--- src/rtl/alu_share_pkg.sv ---
// Shared types for the ALU-sharing arbiter: opcodes, arbiter states and the
// tag that follows each issued operation through the ALU latency.
package alu_share_pkg;

   localparam int MAX_NREQ = 8;
   localparam int SLOT_W   = $clog2(MAX_NREQ);

   typedef enum logic [3:0] {
      OP_ADD  = 4'd0,
      OP_SUB  = 4'd1,
      OP_AND  = 4'd2,
      OP_OR   = 4'd3,
      OP_XOR  = 4'd4,
      OP_SHL  = 4'd5,
      OP_SHR  = 4'd6,
      OP_PASS = 4'd7
   } alu_op_e;

   typedef enum logic {
      ST_RUN  = 1'b0,
      ST_HOLD = 1'b1
   } arb_state_e;

   // Slot field is sized for the largest supported requester count.
   typedef struct packed {
      logic              valid;
      logic [SLOT_W-1:0] slot;
   } tag_t;

   function automatic logic [MAX_NREQ-1:0] slot_onehot(input logic [SLOT_W-1:0] slot);
      return MAX_NREQ'(1) << slot;
   endfunction

endpackage

--- src/rtl/rr_pick.sv ---
// Combinational round-robin selector: first set request at or after ptr,
// searching upward and wrapping from N-1 back to 0.
module rr_pick #(
   parameter int N  = 4,
   parameter int IW = 3
) (
   input  logic [N-1:0]  req,
   input  logic [IW-1:0] ptr,
   output logic [N-1:0]  grant,
   output logic [IW-1:0] index,
   output logic          any
);

   logic [IW:0]  pos;
   logic [N-1:0] mask;

   // Scan offsets from the far end down so the smallest offset from ptr wins.
   always_comb begin
      grant = '0;
      index = '0;
      any   = 1'b0;
      pos   = '0;
      mask  = '0;
      for (int k = N - 1; k >= 0; k--) begin
         pos = {1'b0, ptr} + (IW+1)'(k);
         if (pos >= (IW+1)'(N)) begin
            pos = pos - (IW+1)'(N);
         end
         mask = N'(1) << pos;
         if ((req & mask) != '0) begin
            grant = mask;
            index = pos[IW-1:0];
            any   = 1'b1;
         end
      end
   end

endmodule

--- src/rtl/alu_share_arbiter.sv ---
// Shares one ALU among NREQ requesters with round-robin issue and a tag pipeline
// that routes each result back to its originator. Define ALU_ARB_LOCK_EN for the lock input.
module alu_share_arbiter
   import alu_share_pkg::*;
#(
   parameter int NREQ    = 4,
   parameter int W       = 4,
   parameter int ALU_LAT = 2
) (
   input  logic              clk,
   input  logic              rst,
   input  logic [NREQ-1:0]   req_valid,
   output logic [NREQ-1:0]   req_ready,
   input  logic [NREQ*W-1:0] req_a,
   input  logic [NREQ*W-1:0] req_b,
   input  logic [NREQ*4-1:0] req_op,
   input  logic              hold,
`ifdef ALU_ARB_LOCK_EN
   input  logic              lock,
`endif
   output logic [W-1:0]      alu_a,
   output logic [W-1:0]      alu_b,
   output logic [3:0]        alu_op,
   input  logic [W-1:0]      alu_out,
   output logic [NREQ-1:0]   rsp_valid,
   output logic [W-1:0]      rsp_data,
   output logic              busy
);

   arb_state_e        state;
   logic [SLOT_W-1:0] ptr;
   logic [SLOT_W-1:0] ptr_inc;
   logic [SLOT_W-1:0] ptr_after;
   logic [NREQ-1:0]   pick_grant;
   logic [SLOT_W-1:0] pick_index;
   logic              pick_any;
   logic              grant_en;
   logic              xfer;
   logic [W-1:0]      sel_a;
   logic [W-1:0]      sel_b;
   logic [3:0]        sel_op;
   logic              inflight_any;
   tag_t              tag_pipe [ALU_LAT];

   rr_pick #(
      .N  (NREQ),
      .IW (SLOT_W)
   ) u_pick (
      .req   (req_valid),
      .ptr   (ptr),
      .grant (pick_grant),
      .index (pick_index),
      .any   (pick_any)
   );

   // hold gates grants in the same cycle it is seen, before the state catches up.
   assign grant_en  = (state == ST_RUN) && !hold && !rst;
   assign req_ready = grant_en ? pick_grant : '0;
   assign xfer      = grant_en && pick_any;

   assign ptr_inc = (pick_index == SLOT_W'(NREQ - 1)) ? '0 : pick_index + SLOT_W'(1);

`ifdef ALU_ARB_LOCK_EN
   // A locked transfer parks the pointer on the winner so it keeps priority.
   assign ptr_after = lock ? pick_index : ptr_inc;
`else
   assign ptr_after = ptr_inc;
`endif

   always_comb begin
      sel_a  = W'(req_a >> (int'(pick_index) * W));
      sel_b  = W'(req_b >> (int'(pick_index) * W));
      sel_op = 4'(req_op >> (int'(pick_index) * 4));
   end

   // Control state, arbitration pointer and operand launch registers.
   always_ff @(posedge clk or posedge rst) begin
      if (rst) begin
         state  <= ST_RUN;
         ptr    <= '0;
         alu_a  <= '0;
         alu_b  <= '0;
         alu_op <= '0;
      end else begin
         case (state)
            ST_RUN:  if (hold)  state <= ST_HOLD;
            ST_HOLD: if (!hold) state <= ST_RUN;
            default: state <= ST_RUN;
         endcase
         if (xfer) begin
            ptr    <= ptr_after;
            alu_a  <= sel_a;
            alu_b  <= sel_b;
            alu_op <= sel_op;
         end
      end
   end

   // Tags ride alongside the ALU pipeline; the last stage lines up with alu_out.
   always_ff @(posedge clk or posedge rst) begin
      if (rst) begin
         for (int s = 0; s < ALU_LAT; s++) begin
            tag_pipe[s] <= '0;
         end
         rsp_valid <= '0;
         rsp_data  <= '0;
      end else begin
         tag_pipe[0] <= '{valid: xfer, slot: (xfer ? pick_index : '0)};
         for (int s = 1; s < ALU_LAT; s++) begin
            tag_pipe[s] <= tag_pipe[s-1];
         end
         if (tag_pipe[ALU_LAT-1].valid) begin
            rsp_valid <= NREQ'(slot_onehot(tag_pipe[ALU_LAT-1].slot));
            rsp_data  <= alu_out;
         end else begin
            rsp_valid <= '0;
         end
      end
   end

   always_comb begin
      inflight_any = 1'b0;
      for (int s = 0; s < ALU_LAT; s++) begin
         inflight_any = inflight_any | tag_pipe[s].valid;
      end
   end

   assign busy = inflight_any | (|rsp_valid);

endmodule

--- config.mk ---
export PLATFORM = sky130hd
export DESIGN_NAME = alu_share_arbiter
export DESIGN_NICKNAME = d
export VERILOG_FILES = /design/src/rtl/alu_share_pkg.sv /design/src/rtl/rr_pick.sv /design/src/rtl/alu_share_arbiter.sv
export SDC_FILE = /design/constraint.sdc
export NUM_CORES = 1
export LEC_CHECK = 0
export ABC_AREA = 1
export BUFFER_PORTS_ARGS = -buffer_cell sky130_fd_sc_hd__buf_4
export CAP_MARGIN = 15
export CORE_ASPECT_RATIO = 2
export CORE_MARGIN = 2
export CORE_UTILIZATION = 35
export DETAILED_ROUTE_END_ITERATION = 16
export PLACE_DENSITY = 0.59
export SLEW_MARGIN = 20
export SYNTH_ARGS = -nofsm -noshare
export SYNTH_HDL_FRONTEND = slang
export SYNTH_SLANG_ARGS = --single-unit
export TNS_END_PERCENT = 100
--- constraint.sdc ---
create_clock -name clk -period 4.27 [get_ports clk]
set_clock_uncertainty 0.05 [all_clocks]
set_input_delay 0.6405 -clock clk [delete_from_list [all_inputs] [get_ports clk]]
set_output_delay 0.6405 -clock clk [all_outputs]
set_load 0.005 [all_outputs]
==> impl_metrics.env <==
export IMPL_setup_viol=0
export IMPL_outcome="finished, final reports clean"
export IMPL_yosys_cell_types_count=30
export IMPL_vias=2245
export IMPL_use_met1_pct=20.6
export IMPL_critPathMaxFanout=8
export IMPL_synthMuxAreaShare_pct=2.12
export IMPL_swShare_pct=49.0
export IMPL_gp_congestion=0.923
export IMPL_maxSlewViolCount=0
export IMPL_p_sw_mw=1.09
export IMPL_hold_path_class="flip-flop to flip-flop"
export IMPL_drive_gt1_share_pct=32.7
export IMPL_post_cts_buffers=0
export IMPL_overflow=0
export IMPL_cp_start_kind="flip-flop"
export IMPL_p_leak_nw=1.50
export IMPL_coreArea_mm2=0.00596
export IMPL_cts_root_buf="clkbuf_16"
export IMPL_tritoncts="done"
export IMPL_grt_max_degree=33
export IMPL_maxSlewHeadroom_pct=57.1
export IMPL_fmax_mhz=314
export IMPL_drt_pass1_iterations=4
export IMPL_port_buffer_count=83
export IMPL_vdd_drop_max_v=0.000451
export IMPL_row_count=40
export IMPL_gr_usage_all_layers_pct=20.8
export IMPL_ff2ff_setup_slack_ps=1400
export IMPL_yosys_register_bits=32
export IMPL_clock_sink_count=32
export IMPL_cap_violations=0
export IMPL_drt_iter0_markers=62
export IMPL_die_w_um=59.1
export IMPL_synth_nets=350
export IMPL_critical_path_required_ps=3580
export IMPL_path_class="flip-flop to output pin"
export IMPL_ctsHoldBuffers=0
export IMPL_num_nets_final=429
export IMPL_synth_top_family_by_area="simple AND/OR/NAND/NOR gates"
export IMPL_wl_per_cell_um=15.4
export IMPL_grt_pass1_vias=2222
export IMPL_combPwrFrac_pct=62.8
export IMPL_syn_area_per_cell_um2=7.48
export IMPL_clock_power_share_pct=16.4
export IMPL_grtUsageMet3_pct=3.16
export IMPL_synth_adder_area_share_pct=4.12
export IMPL_seqPwrFrac_pct=20.8
export IMPL_clkTransAtPathRegs_ps=60
export IMPL_dp_slack_ps=1390
export IMPL_netlist_area_mm2=0.00212
export IMPL_worst_slack_ps=1090
export IMPL_antenna_found_initial=0
export IMPL_rsz0062_at_grt="false"
export IMPL_dieArea_mm2=0.00674
export IMPL_clk_latency_ps=270
export IMPL_diodes=0
export IMPL_endpoint_kind="output pin"
export IMPL_synth_compound_area_share_pct=7.54
export IMPL_yosysWarnings=0
export IMPL_fin_cells=427
export IMPL_htreeDepth=2
export IMPL_busiest_layer="met2"
export IMPL_intPower_mw=1.13
export IMPL_period_needed_ps=3180
export IMPL_final_setup_tns_ps=0
export IMPL_final_area_mm2=0.00290
export IMPL_worst_pin_slew_ps=639
export IMPL_ant_nets=0
export IMPL_cts_resized_gates=0
export IMPL_p_total_mw=2.22
export IMPL_hpwlAfterDp_um=5210
export IMPL_grt_util_met2_pct=39.7
export IMPL_numCtsBuffers=5
export IMPL_synthSimpleGateAreaFrac_pct=40.4
export IMPL_hold_viol_final=0
export IMPL_drc=0
export IMPL_clk_path_buf_depth=2
export IMPL_critPathArrivalTime_ps=2490
export IMPL_power_density_mw_per_mm2=767
export IMPL_via_per_inst=5.26
export IMPL_wl_um=6590
export IMPL_dp_cells=419
export IMPL_synth_cells=284
export IMPL_yosysSeqAreaShare_pct=37.7
export IMPL_start_util_pct=35.7
export IMPL_placed_cell_area_mm2=0.00275
export IMPL_grt_pass1_wl_um=10500
export IMPL_synthXorXnorAreaFrac_pct=0
export IMPL_min_period_over_period_pct=74.5
export IMPL_io_pins=84
export IMPL_die_height_um=114
export IMPL_area_growth_pct=36.4
## flip-flops by register name, summed over array words and instances (netlist names)
register	flops
state	1
alu_op	4
alu_b	4
tag_pipe	8
rsp_valid	4
ptr	3
alu_a	4
rsp_data	4
## cells in the mapped netlist
library cell  number  area [µm²]
a21oi_1            8        40.0
a21oi_2            4        35.0
a22o_1             1        8.76
a31oi_1            1        6.26
buf_2              6        30.0
buf_4              3        22.5
buf_6              3        33.8
dfrtp_1           32         801
ha_1               7        87.6
inv_1             15        56.3
inv_2              6        22.5
inv_4              1        6.26
mux2_2             4        45.0
nand2_1           78         293
nand2_2            6        37.5
nand2_4            3        33.8
nand3_1           72         360
nand3b_4           1        20.0
nand4_1            1        6.26
nor2_1            12        45.0
nor2_2             1        6.26
nor2_8             1        20.0
nor3_1             6        30.0
nor4_1             1        6.26
o211ai_1           2        15.0
o21ai_0            4        20.0
o21ai_1            1        5.00
o21ai_2            1        8.76
o22ai_1            1        6.26
o31ai_1            2        15.0
## worst max-delay path: stages (launching register included)
cell and delay, ps:
dfrtp_1 490, inv_2 110, ha_1 320, nand2_1 120, o21ai_0 90, nand3b_4 220, nor2_1 270, nand2_1 90
o211ai_1 110, o211ai_1 120, a21oi_1 140, buf_4 120
## cell families after synthesis
| group | after synthesis |
|---|---|
| mux | 4 |
| compound gates | 25 |
| fa+ha+maj | 7 |
| simple gates | 182 |
| buf+inv | 34 |
| flops | 32 |
## routing by layer
| layer | wire (µm) | part of all wire (%) |
|---|---|---|
| met1 | 2190 | 33 |
| met2 | 3840 | 58 |
| met3 | 291 | 4.4 |
| met4 | 263 | 4.0 |
| met5 | 0 | 0 |
## final timing paths
| path | start | end | depth (start not counted) |
|---|---|---|---|
| worst max-delay path | ptr[0]$_DFFE_PP0P_ | req_ready[3] | 11 |
| worst min-delay path | tag_pipe[4]$_DFF_PP0_ | tag_pipe[0]$_DFF_PP0_ | 0 |
| worst max register to register | ptr[0]$_DFFE_PP0P_ | ptr[0]$_DFFE_PP0P_ | 15 |
| worst min register to register | tag_pipe[4]$_DFF_PP0_ | tag_pipe[0]$_DFF_PP0_ | 0 |
| max in group asynchronous | rst | rsp_valid[1]$_DFF_PP0_ | 3 |
| min in group asynchronous | rst | state$_DFF_PP0_ | 3 |
## cell type report
cell class,count,area (µm²)
fill,639,3060
multi-input combinational,218,1150
sequential,32,801
timing repair buffer,84,631
clock buffer,7,143
inverter,22,85.1
tap,63,78.8
clock inverter,1,7.51
## power groups by stage
| stage | clock, mW | sequential (mW) | combinational (mW) |
|---|---|---|---|
| after floorplan | 0 | 0.461 | 1.07 |
| after detailed placement | 0 | 0.464 | 1.40 |
| after CTS | 0.370 | 0.463 | 1.41 |
| final | 0.364 | 0.462 | 1.40 |
| after global placement | 0 | 0.465 | 1.40 |
| after global routing | 0.389 | 0.476 | 1.56 |
## placed cells by master, fill, tap and decap left out, types with 2 or more instances in the layout
master and n:
nor2_1 12, mux2_2 4, nand2_1 78, a21oi_2 4
ha_1 7, o21ai_0 4, nand3_1 72, clkbuf_16 5
nand2_4 3, dfrtp_1 32, inv_1 15, nor3_1 6
o31ai_1 2, a21oi_1 8, buf_4 84, nand2_2 6
inv_2 6, o211ai_1 2
## through the flow
stage	hold WS, ps	util, %
3_5_place_dp	287	46.1
3_3_place_gp	281	46.1
2_1_floorplan	281	-
6_report	302	48.6
4_1_cts	302	48.6
5_1_grt	305	48.6
(Power assumes the default switching activity.)
